File: config.mk
export PLATFORM = sky130hd
export DESIGN_NAME = fetch_sequencer_flat
export DESIGN_NICKNAME = d
export VERILOG_FILES = /design/src/rtl/fetch_sequencer_if.sv /design/src/rtl/fetch_sequencer.sv /design/src/flat_wrapper.sv
export SDC_FILE = /design/constraint.sdc
export NUM_CORES = 1
export LEC_CHECK = 0
export BUFFER_PORTS_ARGS = -buffer_cell sky130_fd_sc_hd__buf_2
export CAP_MARGIN = 20
export CORE_MARGIN = 3
export CORE_UTILIZATION = 51
export CTS_BUF_LIST = sky130_fd_sc_hd__clkbuf_2
export DETAILED_ROUTE_END_ITERATION = 10
export PLACE_DENSITY = 0.95
export SLEW_MARGIN = 20
export SYNTH_ARGS = -nofsm -noshare
export SYNTH_HDL_FRONTEND = slang
export SYNTH_SLANG_ARGS = --single-unit
File: constraint.sdc
create_clock -name clk -period 3.6 [get_ports clk]
set_input_delay 0.36 -clock clk [delete_from_list [all_inputs] [get_ports clk]]
set_output_delay 0.36 -clock clk [all_outputs]
set_load 0.01 [all_outputs]
File: src/rtl/fetch_sequencer_if.sv
// Instruction-fetch handshake bundle: memory request/response and the
// decode-facing instruction channel. The master side is the fetch sequencer.
interface fetch_sequencer_if;
    logic        imem_req_valid;
    logic        imem_req_ready;
    logic [31:0] imem_addr;
    logic        imem_rsp_valid;
    logic [31:0] imem_rsp_data;
    logic        instr_valid;
    logic        instr_ready;
    logic [31:0] instr;

    modport master (
        output imem_req_valid,
        output imem_addr,
        input  imem_req_ready,
        input  imem_rsp_valid,
        input  imem_rsp_data,
        output instr_valid,
        output instr,
        input  instr_ready
    );

    modport slave (
        input  imem_req_valid,
        input  imem_addr,
        output imem_req_ready,
        output imem_rsp_valid,
        output imem_rsp_data,
        input  instr_valid,
        input  instr,
        output instr_ready
    );
endinterface

File: src/rtl/fetch_sequencer.sv
// Fetch sequencer: owns the PC, issues one outstanding instruction-memory
// request at a time, holds the fetched word for decode and advances the PC
// (pc+4 or ALU target) when decode accepts. Flush redirects the PC and kills
// an in-flight response.
module fetch_sequencer #(
    parameter logic [31:0] RESET_VEC = 32'h0000_0000,
    parameter int unsigned TIMEOUT   = 16,
    parameter int unsigned CNT_W     = 5
) (
    input  logic               clk,
    input  logic               rst_n,
    fetch_sequencer_if.master  bus,
    input  logic [31:0]        alu,
    input  logic               PCSel,
    input  logic               flush,
    input  logic [31:0]        flush_pc,
    output logic [31:0]        pc,
    output logic [31:0]        pc_4,
    output logic               misalign_err,
    output logic               fetch_timeout
);

    typedef enum logic [1:0] {
        BOOT = 2'd0,
        REQ  = 2'd1,
        WAIT = 2'd2,
        HOLD = 2'd3
    } state_t;

    state_t             state_q, state_d;
    // PC is word aligned, so only bits [31:2] are stored.
    logic [31:2]        pc_q, pc_d;
    logic [31:0]        instr_q, instr_d;
    logic               kill_q, kill_d;
    logic [CNT_W-1:0]   cnt_q, cnt_d;
    logic               mis_q, mis_d;

    // Low bits of the flush target are dropped: fetch addresses are word aligned.
    logic               unused_flush_lsb;
    assign unused_flush_lsb = ^flush_pc[1:0];

    // State and datapath registers with asynchronous active-low reset.
    always_ff @(posedge clk or negedge rst_n) begin
        if (!rst_n) begin
            state_q <= BOOT;
            pc_q    <= RESET_VEC[31:2];
            instr_q <= '0;
            kill_q  <= 1'b0;
            cnt_q   <= '0;
            mis_q   <= 1'b0;
        end else begin
            state_q <= state_d;
            pc_q    <= pc_d;
            instr_q <= instr_d;
            kill_q  <= kill_d;
            cnt_q   <= cnt_d;
            mis_q   <= mis_d;
        end
    end

    // Next-state logic; flush overrides everything except BOOT.
    always_comb begin
        state_d = state_q;
        pc_d    = pc_q;
        instr_d = instr_q;
        kill_d  = kill_q;
        cnt_d   = cnt_q;
        mis_d   = mis_q;

        unique case (state_q)
            BOOT: begin
                state_d = REQ;
            end

            REQ: begin
                if (flush) begin
                    pc_d = flush_pc[31:2];
                end
                if (bus.imem_req_ready) begin
                    // An accepted request under flush fetches the stale
                    // address, so its response must be discarded.
                    state_d = WAIT;
                    cnt_d   = '0;
                    kill_d  = flush;
                end
            end

            WAIT: begin
                if (flush) begin
                    pc_d = flush_pc[31:2];
                end
                if (bus.imem_rsp_valid) begin
                    if (kill_q || flush) begin
                        kill_d  = 1'b0;
                        state_d = REQ;
                    end else begin
                        instr_d = bus.imem_rsp_data;
                        state_d = HOLD;
                    end
                end else begin
                    if (flush) begin
                        kill_d = 1'b1;
                    end
                    if (cnt_q != '1) begin
                        cnt_d = cnt_q + CNT_W'(1);
                    end
                end
            end

            HOLD: begin
                if (flush) begin
                    pc_d    = flush_pc[31:2];
                    state_d = REQ;
                end else if (bus.instr_ready) begin
                    if (PCSel) begin
                        pc_d = alu[31:2];
                        if (alu[1:0] != 2'b00) begin
                            mis_d = 1'b1;
                        end
                    end else begin
                        pc_d = pc_q + 30'd1;
                    end
                    state_d = REQ;
                end
            end

            default: begin
                state_d = BOOT;
            end
        endcase
    end

    assign bus.imem_req_valid = (state_q == REQ);
    assign bus.imem_addr      = {pc_q, 2'b00};
    assign bus.instr_valid    = (state_q == HOLD);
    assign bus.instr          = instr_q;
    assign pc                 = {pc_q, 2'b00};
    assign pc_4               = {pc_q + 30'd1, 2'b00};
    assign misalign_err       = mis_q;
    // The counter only passes TIMEOUT-1 once per WAIT visit, giving a single pulse.
    assign fetch_timeout      = (state_q == WAIT) && (cnt_q == CNT_W'(TIMEOUT - 1));

endmodule

File: src/flat_wrapper.sv
// flat-port wrapper written by rule: the top's interface ports become plain ports
module fetch_sequencer_flat 
#(
    parameter logic [31:0] RESET_VEC = 32'h0000_0000,
    parameter int unsigned TIMEOUT   = 16,
    parameter int unsigned CNT_W     = 5
)
  (clk, rst_n, alu, PCSel, flush, flush_pc, pc, pc_4, misalign_err, fetch_timeout, bus_imem_req_valid, bus_imem_addr, bus_imem_req_ready, bus_imem_rsp_valid, bus_imem_rsp_data, bus_instr_valid, bus_instr, bus_instr_ready);
  fetch_sequencer_if bus_i ();
  input  logic clk;
  input  logic rst_n;
  input  logic [31:0] alu;
  input  logic PCSel;
  input  logic flush;
  input  logic [31:0] flush_pc;
  output logic [31:0] pc;
  output logic [31:0] pc_4;
  output logic misalign_err;
  output logic fetch_timeout;
  output wire logic [$bits(bus_i.imem_req_valid)-1:0] bus_imem_req_valid;
  output wire logic [$bits(bus_i.imem_addr)-1:0] bus_imem_addr;
  input wire logic [$bits(bus_i.imem_req_ready)-1:0] bus_imem_req_ready;
  input wire logic [$bits(bus_i.imem_rsp_valid)-1:0] bus_imem_rsp_valid;
  input wire logic [$bits(bus_i.imem_rsp_data)-1:0] bus_imem_rsp_data;
  output wire logic [$bits(bus_i.instr_valid)-1:0] bus_instr_valid;
  output wire logic [$bits(bus_i.instr)-1:0] bus_instr;
  input wire logic [$bits(bus_i.instr_ready)-1:0] bus_instr_ready;
  assign bus_imem_req_valid = bus_i.imem_req_valid;
  assign bus_imem_addr = bus_i.imem_addr;
  assign bus_i.imem_req_ready = bus_imem_req_ready;
  assign bus_i.imem_rsp_valid = bus_imem_rsp_valid;
  assign bus_i.imem_rsp_data = bus_imem_rsp_data;
  assign bus_instr_valid = bus_i.instr_valid;
  assign bus_instr = bus_i.instr;
  assign bus_i.instr_ready = bus_instr_ready;
  fetch_sequencer #(.RESET_VEC(RESET_VEC), .TIMEOUT(TIMEOUT), .CNT_W(CNT_W)) u_core (.clk(clk), .rst_n(rst_n), .bus(bus_i), .alu(alu), .PCSel(PCSel), .flush(flush), .flush_pc(flush_pc), .pc(pc), .pc_4(pc_4), .misalign_err(misalign_err), .fetch_timeout(fetch_timeout));
endmodule
==> results of run 1 <==
[worst max-delay path: cells and delay by family (launching register included)]
kind	cells	cell delay [ns]
flip-flops	1	0.61
AND/OR/NAND/NOR	3	1.34
buffers and inverters	1	0.15
XOR/XNOR	1	0.16
[worst max path at each step]
stage	from	to	slack [ns]	cells after the start
after global placement	u_core.pc_q[17]$_DFFE_PN0P_	pc_4[30]	1.11	5
after CTS	u_core.pc_q[17]$_DFFE_PN0P_	pc_4[30]	0.45	5
after global routing	u_core.pc_q[17]$_DFFE_PN0P_	pc_4[29]	0.36	5
final	u_core.pc_q[17]$_DFFE_PN0P_	pc_4[30]	0.49	5
after floorplan	u_core.pc_q[14]$_DFFE_PN0P_	pc_4[30]	1.17	5
after detailed placement	u_core.pc_q[17]$_DFFE_PN0P_	pc_4[30]	1.06	5
[final cells by class]
type | count | share of cell area [%]
Clock inverter | 6 | 1.11
Clock buffer | 9 | 0.815
Sequential cell | 71 | 32.1
Inverter | 16 | 1.09
Multi-Input combinational cell | 325 | 40.8
Timing Repair Buffer | 234 | 21.6
Tap cell | 105 | 2.38
[per-stage QoR]
stage	utilization [%]	setup slack, ns	instance area, um^2
2_1_floorplan	-	1.17	4500
3_3_place_gp	64.6	1.11	5410
3_5_place_dp	64.6	1.06	5410
4_1_cts	66.0	0.449	5530
5_1_grt	66.0	0.361	5530
6_report	66.0	0.494	5530
[sequential cells by signal, indices dropped and copies added (netlist names)]
name	flops
u_core.kill_q	1
u_core.pc_q	30
u_core.misalign_err	1
u_core.bus.instr	32
u_core.cnt_q	5
u_core.state_q	2
[layer usage]
| metal | wire length, um | up-vias | GRT usage, % |
|---|---|---|---|
| li1 | - | 2033 | - |
| met1 | 5090 | 2079 | 31.7 |
| met2 | 7200 | 287 | 49.9 |
| met3 | 1500 | 34 | 6.80 |
| met4 | 334 | 2 | 9.35 |
| met5 | 7 | - | 0 |
[kinds of logic after synthesis]
family                     Yosys count
and+or+nand+nor                    129
AOI/OAI and AO/OA                  114
buffers and inverters               74
DFF                                 71
muxes                               39
xor gates and xnor gates            28
adders and majority gates            9
other                                1
[cell usage in the layout, fill, tap and decap left out, types with 13 or more instances in the layout]
master	instances
nand3_1	20
mux2_2	32
nor2_1	19
xnor2_1	18
a21oi_1	33
o21ai_0	21
dfrtp_1	71
nand2_1	33
inv_1	16
and3_1	13
buf_2	225
[where the power goes]
group | leakage, nW | switching (mW) | internal [mW] | total, mW
sequential | 0.872 | 0.472 | 1.16 | 1.63
combinational | 1.85 | 1.43 | 1.14 | 2.57
clock | 0.0696 | 0.291 | 0.156 | 0.447
[timing repair]
action	4_1_cts	5_1_grt
hold buffers	1	0
resized for setup	0	0
endpoints found under the hold margin	49	0
==> impl_metrics.tcl, run 1 <==
set metrics [dict create \
    required_ns 3.24 \
    grt_first_pass_wirelength_mm 21.8 \
    viasPerCell 5.79 \
    synth_top_family_by_area "compound AO/OA/AOI/OAI gates" \
    clock_latency_ns 0.49 \
    finalHoldViolCount 0 \
    grt_pass1_vias 4360 \
    clk_pin_slew_ns 0.22 \
    synth_common_cells "dfrtp_1 (71), buf_4 (37), a21oi_1 (33), nand2_1 (33), mux2_2 (32)" \
    drv_cap 0 \
    crit_type "reg2out" \
    synth_edf_count 0 \
    yosysTopAreaCellShare_pct 39.7 \
    ys.flop_type "dfrtp_1" \
    drt_iter0_drc 205 \
    finalSetupTns_ns 0 \
    status "finished, final reports clean" \
    initial_core_util_pct 53.4 \
    cts.sinks 71 \
    htreeDepth 3 \
    synth_simple_gate_area_share_pct 15.1 \
    synthXorXnorAreaFrac_pct 5.47 \
    die_y_um 99.7 \
    vdd_drop_max_uv 414 \
    syn_inst 465 \
    track_usage_pct 27.6 \
    cpMostUsedCell "or4_4" \
    io_buffers 226 \
    min_from "bus_imem_rsp_data[6]" \
    antenna_found_initial 1 \
    layout-drive-gt1-share_pct 44.0 \
    hold_end "u_core.bus.instr[6]$_DFFE_PN0P_" \
    slew_violations 0 \
    synth-seq-cells 71 \
    multi_input_area_um2 2260 \
    worst_pin_slew_ns 1.02 \
    n_fill_cell 679 \
    period_share_pct 86.3 \
    finClkSkew_ns 0.0333 \
    relSlewSlack_pct 31.9 \
    cp.arrival_ns 2.75 \
    seqCellArea_um2 1780 \
    r2r-start "u_core.state_q[0]$_DFFE_PN0P_" \
    fmax_mhz 322 \
    yosysMostFrequentCell "dfrtp_1" \
    seq_area_frac_synth_pct 39.7 \
    dieArea_um2 9940 \
    cts-root-buf "clkbuf_2" \
    grt_start_max_net_pins 72 \
    firstDrtPassIters 5 \
    numCtsBuffers 9 \
    holdPathStages 2 \
    holdWs_ns 0.0827 \
    ios 235 \
    synth_area_leaders "dfrtp_1 (40%), mux2_2 (8.0%), buf_4 (6.2%)" \
    drc 0 \
    totalWireLength_mm 14.1 \
    async_reset_ff_share_pct 100 \
    core_area_um2 8380 \
    crit_path_cell_trace "nand4_4, or4_4, or4_4, xnor2_1, buf_2" \
    syn_area_um2 4480 \
    endpoint_kind "output pin" \
    pwr_density_cell_nw_per_um2 842 \
    clock_path_buffers 2 \
    final_net_count 769 \
    power_leakage_nw 2.79 \
    final_cells 766 \
    r2r_cells 6 \
    synth_compound_area_share_pct 16.7 \
    crit_path_start_kind "register" \
    critPathMaxStageDelay_ns 0.61 \
    area_growth_pct 23.4 \
    synthDistinctLibCells 60 \
    cts_setup_buffers 0 \
    rrSetupSlack_ns 1.13 \
    rows 33 \
    hold_class "in2reg" \
    synth_warnings 0 \
    die_w_um 99.7 \
    layout_min_cycle_time_ns 3.11 \
    syn_avg_cell_area_um2 9.63 \
    cts_tree "built" \
    yosysTopAreaCell "dfrtp_1" \
    num_vias 4435 \
    power_mw 4.65 \
    worst-path-max-fanout 9 \
    finalSetupViolations 0 \
    r2r-end "u_core.pc_q[27]$_DFFE_PN0P_" \
    hpwlAfterDp_mm 10.7 \
    synthAdderAreaFrac_pct 2.51 \
    diodes 0 \
    gp_congestion 0.869 \
    cpMaxStageDelayCell "dfrtp_1" \
    dp.cells 750 \
    rsz0062_at_grt "false" \
    overflow 0 \
    wire_per_inst_um 18.4 \
    ant_nets 0 \
    muxShareOfSynthArea_pct 9.61 \
]
Note: power is estimated with default switching activity, not from simulation.
==> run 2: changes to the inputs <==
Settings changed: CORE_UTILIZATION 51 to 47, PLACE_DENSITY 0.95 to 0.9.
Clock period 3.6 ns to 3.45 ns, I/O delays scaled along.
==> run 2 against run 1 <==
  * Sequential power is 4% higher
  * Non-clock buffer count increased by 8
  * Via count is 0.11% higher
  * Routed wire length is 0.45% lower
  * Count of clock-buffer cells in the layout stayed put
  * Worst setup slack got worse by 0.20 ns
  * Cell count increased by 3.9%
  * Highest routed layer is now met4
==> impl_metrics.tcl, run 2 (synthesis results as in run 1) <==
set metrics [dict create \
    rsz0062_at_grt "false" \
    numCtsBuffers 9 \
    worst_pin_slew_ns 1.11 \
    cp.arrival_ns 2.82 \
    period_share_pct 91.6 \
    slew_violations 0 \
    crit_path_start_kind "register" \
    drv_cap 0 \
    pwr_density_cell_nw_per_um2 855 \
    cpMaxStageDelayCell "or4_4" \
    initial_core_util_pct 49.9 \
    final_common_cell "buf_2" \
    seqCellArea_um2 1780 \
    post-route-util_pct 62.6 \
    io_buffers 226 \
    fmax_mhz 316 \
    antenna_found_initial 0 \
    die_y_um 104 \
    cts_resized 0 \
    htreeDepth 3 \
    num_vias 4440 \
    cts-root-buf "clkbuf_2" \
    power_leakage_nw 2.81 \
    finalSetupTns_ns 0 \
    power_mw 4.81 \
    ios 235 \
    finalHoldViolCount 0 \
    core_area_um2 8980 \
    critPathMaxStageDelay_ns 0.61 \
    cts.sinks 71 \
    gp_congestion 0.918 \
    hold_class "in2reg" \
    rows 34 \
    relSlewSlack_pct 25.4 \
    ant_nets 0 \
    multi_input_area_um2 2260 \
    clock_path_buffers 2 \
    finalSetupViolations 0 \
    clk_pin_slew_ns 0.23 \
    layout-drive-gt1-share_pct 43.7 \
    firstDrtPassIters 5 \
    die_w_um 104 \
    grt_first_pass_wirelength_mm 22.1 \
    area_growth_pct 25.4 \
    endpoint_kind "output pin" \
    worst-path-max-fanout 9 \
    drc 0 \
    dieArea_um2 10700 \
    final_cell_mix "buf_2 (225), dfrtp_1 (71), nand2_1 (33), a21oi_1 (33), mux2_2 (32)" \
    viasPerCell 5.58 \
    final_net_count 777 \
    cts_tree "built" \
    totalWireLength_mm 14.1 \
    wire_per_inst_um 17.7 \
    drt_iter0_drc 222 \
    crit_path_cell_trace "nand4_4, or4_4, nor4_1, xor2_1, buf_2" \
    hpwlAfterDp_mm 10.3 \
    status "finished, final reports clean" \
    layout_min_cycle_time_ns 3.16 \
    grt_pass1_vias 4426 \
    dp_slack_ns 0.907 \
    worst_slack_ns 0.290 \
    n_fill_cell 730 \
    track_usage_pct 24.9 \
    overflow 0 \
    required_ns 3.11 \
    clock_latency_ns 0.51 \
    finClkSkew_ns 0.0244 \
    vdd_drop_max_uv 417 \
    largest_reg_flops 32 \
    crit_type "reg2out" \
    grt_start_max_net_pins 72 \
    diodes 0 \
]
[run 2: changes by cell type in the layout (fill, tap and decap cells not counted), sizes merged]
| cell | change |
|---|---|
| dlygate4sd3 | +7 |
| clkinvlp | +4 |
| clkinv | -2 |
| buf | +1 |
| bufinv | -1 |
[run 2: what timing repair did]
item	4_1_cts	5_1_grt
hold buffers	2	6
hold endpoints to repair	72	6
setup buffers	0	0
[run 2: final timing paths]
kind,start,end,slack [ns],cells after the start
worst max register to register,u_core.state_q[0]$_DFFE_PN0P_,u_core.pc_q[18]$_DFFE_PN0P_,1.00,7
max in group asynchronous,rst_n,u_core.bus.instr[18]$_DFFE_PN0P_,2.38,2
worst max-delay path,u_core.pc_q[17]$_DFFE_PN0P_,pc_4[29],0.29,5
worst min register to register,u_core.cnt_q[3]$_DFFE_PN0P_,u_core.cnt_q[3]$_DFFE_PN0P_,0.51,1
worst min-delay path,bus_imem_rsp_data[7],u_core.bus.instr[7]$_DFFE_PN0P_,0.06,2
min in group asynchronous,rst_n,u_core.bus.instr[7]$_DFFE_PN0P_,0.49,2
[run 2: power breakdown]
group	internal, mW	switching [mW]
combinational	1.20	1.48
clock	0.0923	0.330
sequential	1.21	0.489
total	2.50	2.30
[run 2: per-layer routing]
metal	up-vias	global-route usage (%)	share of wire [%]
met4	0	9.21	2.3
met1	2092	28.9	38
met5	-	0	0
li1	2051	-	-
met3	29	7.52	10
met2	268	43.6	49
[run 2: metrics by stage]
step	hold slack (ns)	instance area (um^2)	cells
after global placement	0.445	5450	772
after detailed placement	0.482	5450	772
after global routing	0.00151	5620	796
after floorplan	0.0494	4500	470
final	0.0576	5620	796
after CTS	0.0000277	5560	790
[run 2: critical path, delay by kind of cell (launching register included)]
kind	cells	cell delay (ns)
flops	1	0.59
xor+xnor	1	0.19
simple gates	3	1.39
buf+inv	1	0.14
[run 2: layout make-up]
class / instances / area share [%]
clock buffer: 9 / 0.802
clock inverter: 7 / 0.846
inverter: 16 / 1.07
multi-input combinational: 325 / 40.2
sequential: 71 / 31.6
tap: 126 / 2.81
timing repair buffer: 242 / 22.7
==> run 3: changes to the inputs <==
Settings changed: ABC_AREA from default to 1, CORE_UTILIZATION 47 to 48, PLACE_DENSITY 0.9 to 0.91, TNS_END_PERCENT from default to 30.
==> run 3 against run 2 <==
  * Synthesized cell count increased by 46%
  * Fmax increased by 23%
  * Count of clock-buffer cells in the layout increased by 1
  * Clock power increased by 39%
  * Design area increased by 5.6%
  * First-iteration DRC count increased by 28%
  * Worst setup slack improved by 0.60 ns
  * Clock skew increased by 0.015 ns
  * Sequential share of layout area decreased by 1.7 points
  * Global-route usage increased by 0.63 points
  * Cell count increased by 28%
  * Synthesized area increased by 4.1%
==> impl_metrics.tcl, run 3 <==
set metrics [dict create \
    status "finished, final reports clean" \
    cpMaxStageDelayCell "dfrtp_1" \
    p_int_mw 2.55 \
    synth_edf_count 0 \
    dp.cells 983 \
    place_area_um2 5630 \
    synthDistinctLibCells 31 \
    clock_latency_ns 0.52 \
    final_cell_mix "nand2_1 (247), buf_2 (225), nor2_1 (109)" \
    cts_setup_buffers 0 \
    n_fill_cell 844 \
    hold_class "in2reg" \
    core_area_um2 9330 \
    synth_common_cells "nand2_1 (247), nor2_1 (110), dfrtp_1 (71), a21oi_1 (48), buf_4 (41)" \
    finalHoldViolCount 0 \
    ys.flop_type "dfrtp_1" \
    rsz0062_at_grt "false" \
    min_from "bus_imem_rsp_data[4]" \
    endpoint_kind "output pin" \
    r2r_cells 9 \
    synth-seq-cells 71 \
    worst_pin_slew_ns 0.913 \
    htreeDepth 3 \
    cts.sinks 71 \
    crit_path_end "pc_4[22]" \
    yosysTopAreaCellShare_pct 38.1 \
    clockPowerShare_pct 11.6 \
    final_common_cell "nand2_1" \
    power.switching_fraction_pct 49.8 \
    required_ns 3.11 \
    pwr_density_cell_nw_per_um2 855 \
    clk_pin_slew_ns 0.21 \
    io_buffers 226 \
    period_share_pct 74.2 \
    final_net_count 993 \
    numCtsBuffers 9 \
    grt_pass1_vias 4571 \
    p_sw_mw 2.52 \
    layout_min_cycle_time_ns 2.56 \
    vdd_drop_max_uv 599 \
    grt_start_max_net_pins 72 \
    layout-drive-gt1-share_pct 30.4 \
    design_area_um2 5930 \
    ant_nets 0 \
    crit_path_cell_trace "ha_1, inv_1, nor2_2, nand2_4, nor2_4, nand3_1, nand2_1, buf_2" \
    crit_path_start_kind "register" \
    rrSetupSlack_ns 0.95 \
    dieArea_um2 10900 \
    syn_area_um2 4660 \
    finalSetupViolations 0 \
    viasPerCell 4.89 \
    cts-root-buf "clkbuf_2" \
    pwr-share-comb_pct 55.0 \
    crit_type "reg2out" \
    yosysTopAreaCell "dfrtp_1" \
    clock_path_buffers 2 \
    die_y_um 105 \
    cts_tree "built" \
    yosysMostFrequentCell "nand2_1" \
    slew_violations 0 \
    largest_reg_flops 32 \
    syn_inst 677 \
    synth_area_leaders "dfrtp_1 (38%), nand2_1 (20%), nor2_1 (8.9%)" \
    rows 35 \
    wire_per_inst_um 14.4 \
    pwr-share-seq_pct 33.4 \
    die_w_um 105 \
    area_growth_pct 27.2 \
    finalSetupTns_ns 0 \
    ios 235 \
    totalWireLength_mm 14.6 \
    initial_core_util_pct 50.0 \
    overflow 0 \
    synth_warnings 0 \
    relSlewSlack_pct 39.1 \
    drt_iter0_drc 285 \
    gp_congestion 0.896 \
    hpwlAfterDp_mm 10.4 \
    drv_cap 0 \
    critPathMaxStageDelay_ns 0.48 \
    cp-startpoint "u_core.pc_q[3]$_DFFE_PN0P_" \
    final_cells 1015 \
    power_leakage_nw 3.32 \
    firstDrtPassIters 7 \
    r2r-end "u_core.pc_q[3]$_DFFE_PN0P_" \
    worst_slack_ns 0.891 \
    antenna_found_initial 0 \
    fmax_mhz 391 \
    async_reset_ff_share_pct 100 \
    diodes 0 \
    track_usage_pct 25.6 \
    seq_area_frac_synth_pct 38.1 \
    syn_avg_cell_area_um2 6.89 \
    num_vias 4963 \
    cp.arrival_ns 2.21 \
    worst-path-max-fanout 5 \
    finClkSkew_ns 0.0395 \
    dp_slack_ns 1.07 \
    grt_first_pass_wirelength_mm 22.7 \
    drc 0 \
    r2r-start "u_core.state_q[0]$_DFFE_PN0P_" \
]
run 3: repair_timing:
| action | 4_1_cts | 5_1_grt |
|---|---|---|
| hold buffers | 13 | 3 |
| resized for setup | 0 | 0 |
| hold endpoints to repair | 83 | 3 |
run 3: cells by family (layout without fill, tap and decap cells):
logic type / after synthesis / count (layout) / synth area share, %
AOI/OAI and AO/OA: 73 / 73 / 8.45
DFF: 71 / 71 / 38.1
and+or+nand+nor: 405 / 405 / 35.6
xor gates and xnor gates: 17 / 17 / 3.68
adders and majority gates: 9 / 9 / 2.42
buffers and inverters: 101 / 305 / 11.7
other: 1 / 6 / 0.0804
run 3: metrics by stage:
step                total power [mW]  utilization [%]  hold slack (ns)
finish                          5.07             63.6           0.0390
global route                    5.49             63.6          0.00282
CTS                             5.06             63.3          0.00120
detailed placement              4.46             60.3            0.453
global placement                4.38             60.3            0.449
floorplan                       3.53                -           0.0494
run 3: how the worst min path moves through the flow:
stage / endpoint / slack (ns) / depth (start not counted)
3_3_place_gp: u_core.bus.instr[24]$_DFFE_PN0P_ / 0.45 / 2
5_1_grt: u_core.bus.instr[18]$_DFFE_PN0P_ / 0.003 / 3
2_1_floorplan: u_core.bus.instr[0]$_DFFE_PN0P_ / 0.05 / 0
3_5_place_dp: u_core.bus.instr[4]$_DFFE_PN0P_ / 0.45 / 2
4_1_cts: u_core.bus.instr[27]$_DFFE_PN0P_ / 0.001 / 3
6_report: u_core.bus.instr[4]$_DFFE_PN0P_ / 0.04 / 3
run 3: final cells by class:
cell class	instances	area [um^2]	area share (%)
clock buffers	10	50.0	0.844
inverters	42	158	2.66
multi-input cells	510	2360	39.8
repair buffers	247	1330	22.4
well taps	129	161	2.72
clock inverters	6	93.8	1.58
flip-flops and latches	71	1780	30.0
run 3: power by group through the flow:
| stage | combinational (mW) | clock, mW | sequential (mW) |
|---|---|---|---|
| after floorplan | 1.75 | 0 | 1.78 |
| after global placement | 2.70 | 0 | 1.68 |
| after detailed placement | 2.78 | 0 | 1.69 |
| after CTS | 2.79 | 0.592 | 1.68 |
| after global routing | 3.11 | 0.628 | 1.76 |
| final | 2.79 | 0.586 | 1.69 |
run 3: metal layers:
layer / vias up / GRT usage, % / share of wire (%)
met3: 19 / 7.10 / 8.9
li1: 2465 / - / -
met1: 2244 / 30.0 / 39
met5: - / 0 / 0
met2: 235 / 45.6 / 50
met4: 0 / 7.03 / 1.8
run 3: worst max-delay path, delay by kind of cell, from the launching register on:
| kind | cells | cell delay (ns) |
|---|---|---|
| flops | 1 | 0.48 |
| fa+ha+maj | 1 | 0.25 |
| simple gates | 5 | 0.78 |
| buf+inv | 2 | 0.21 |
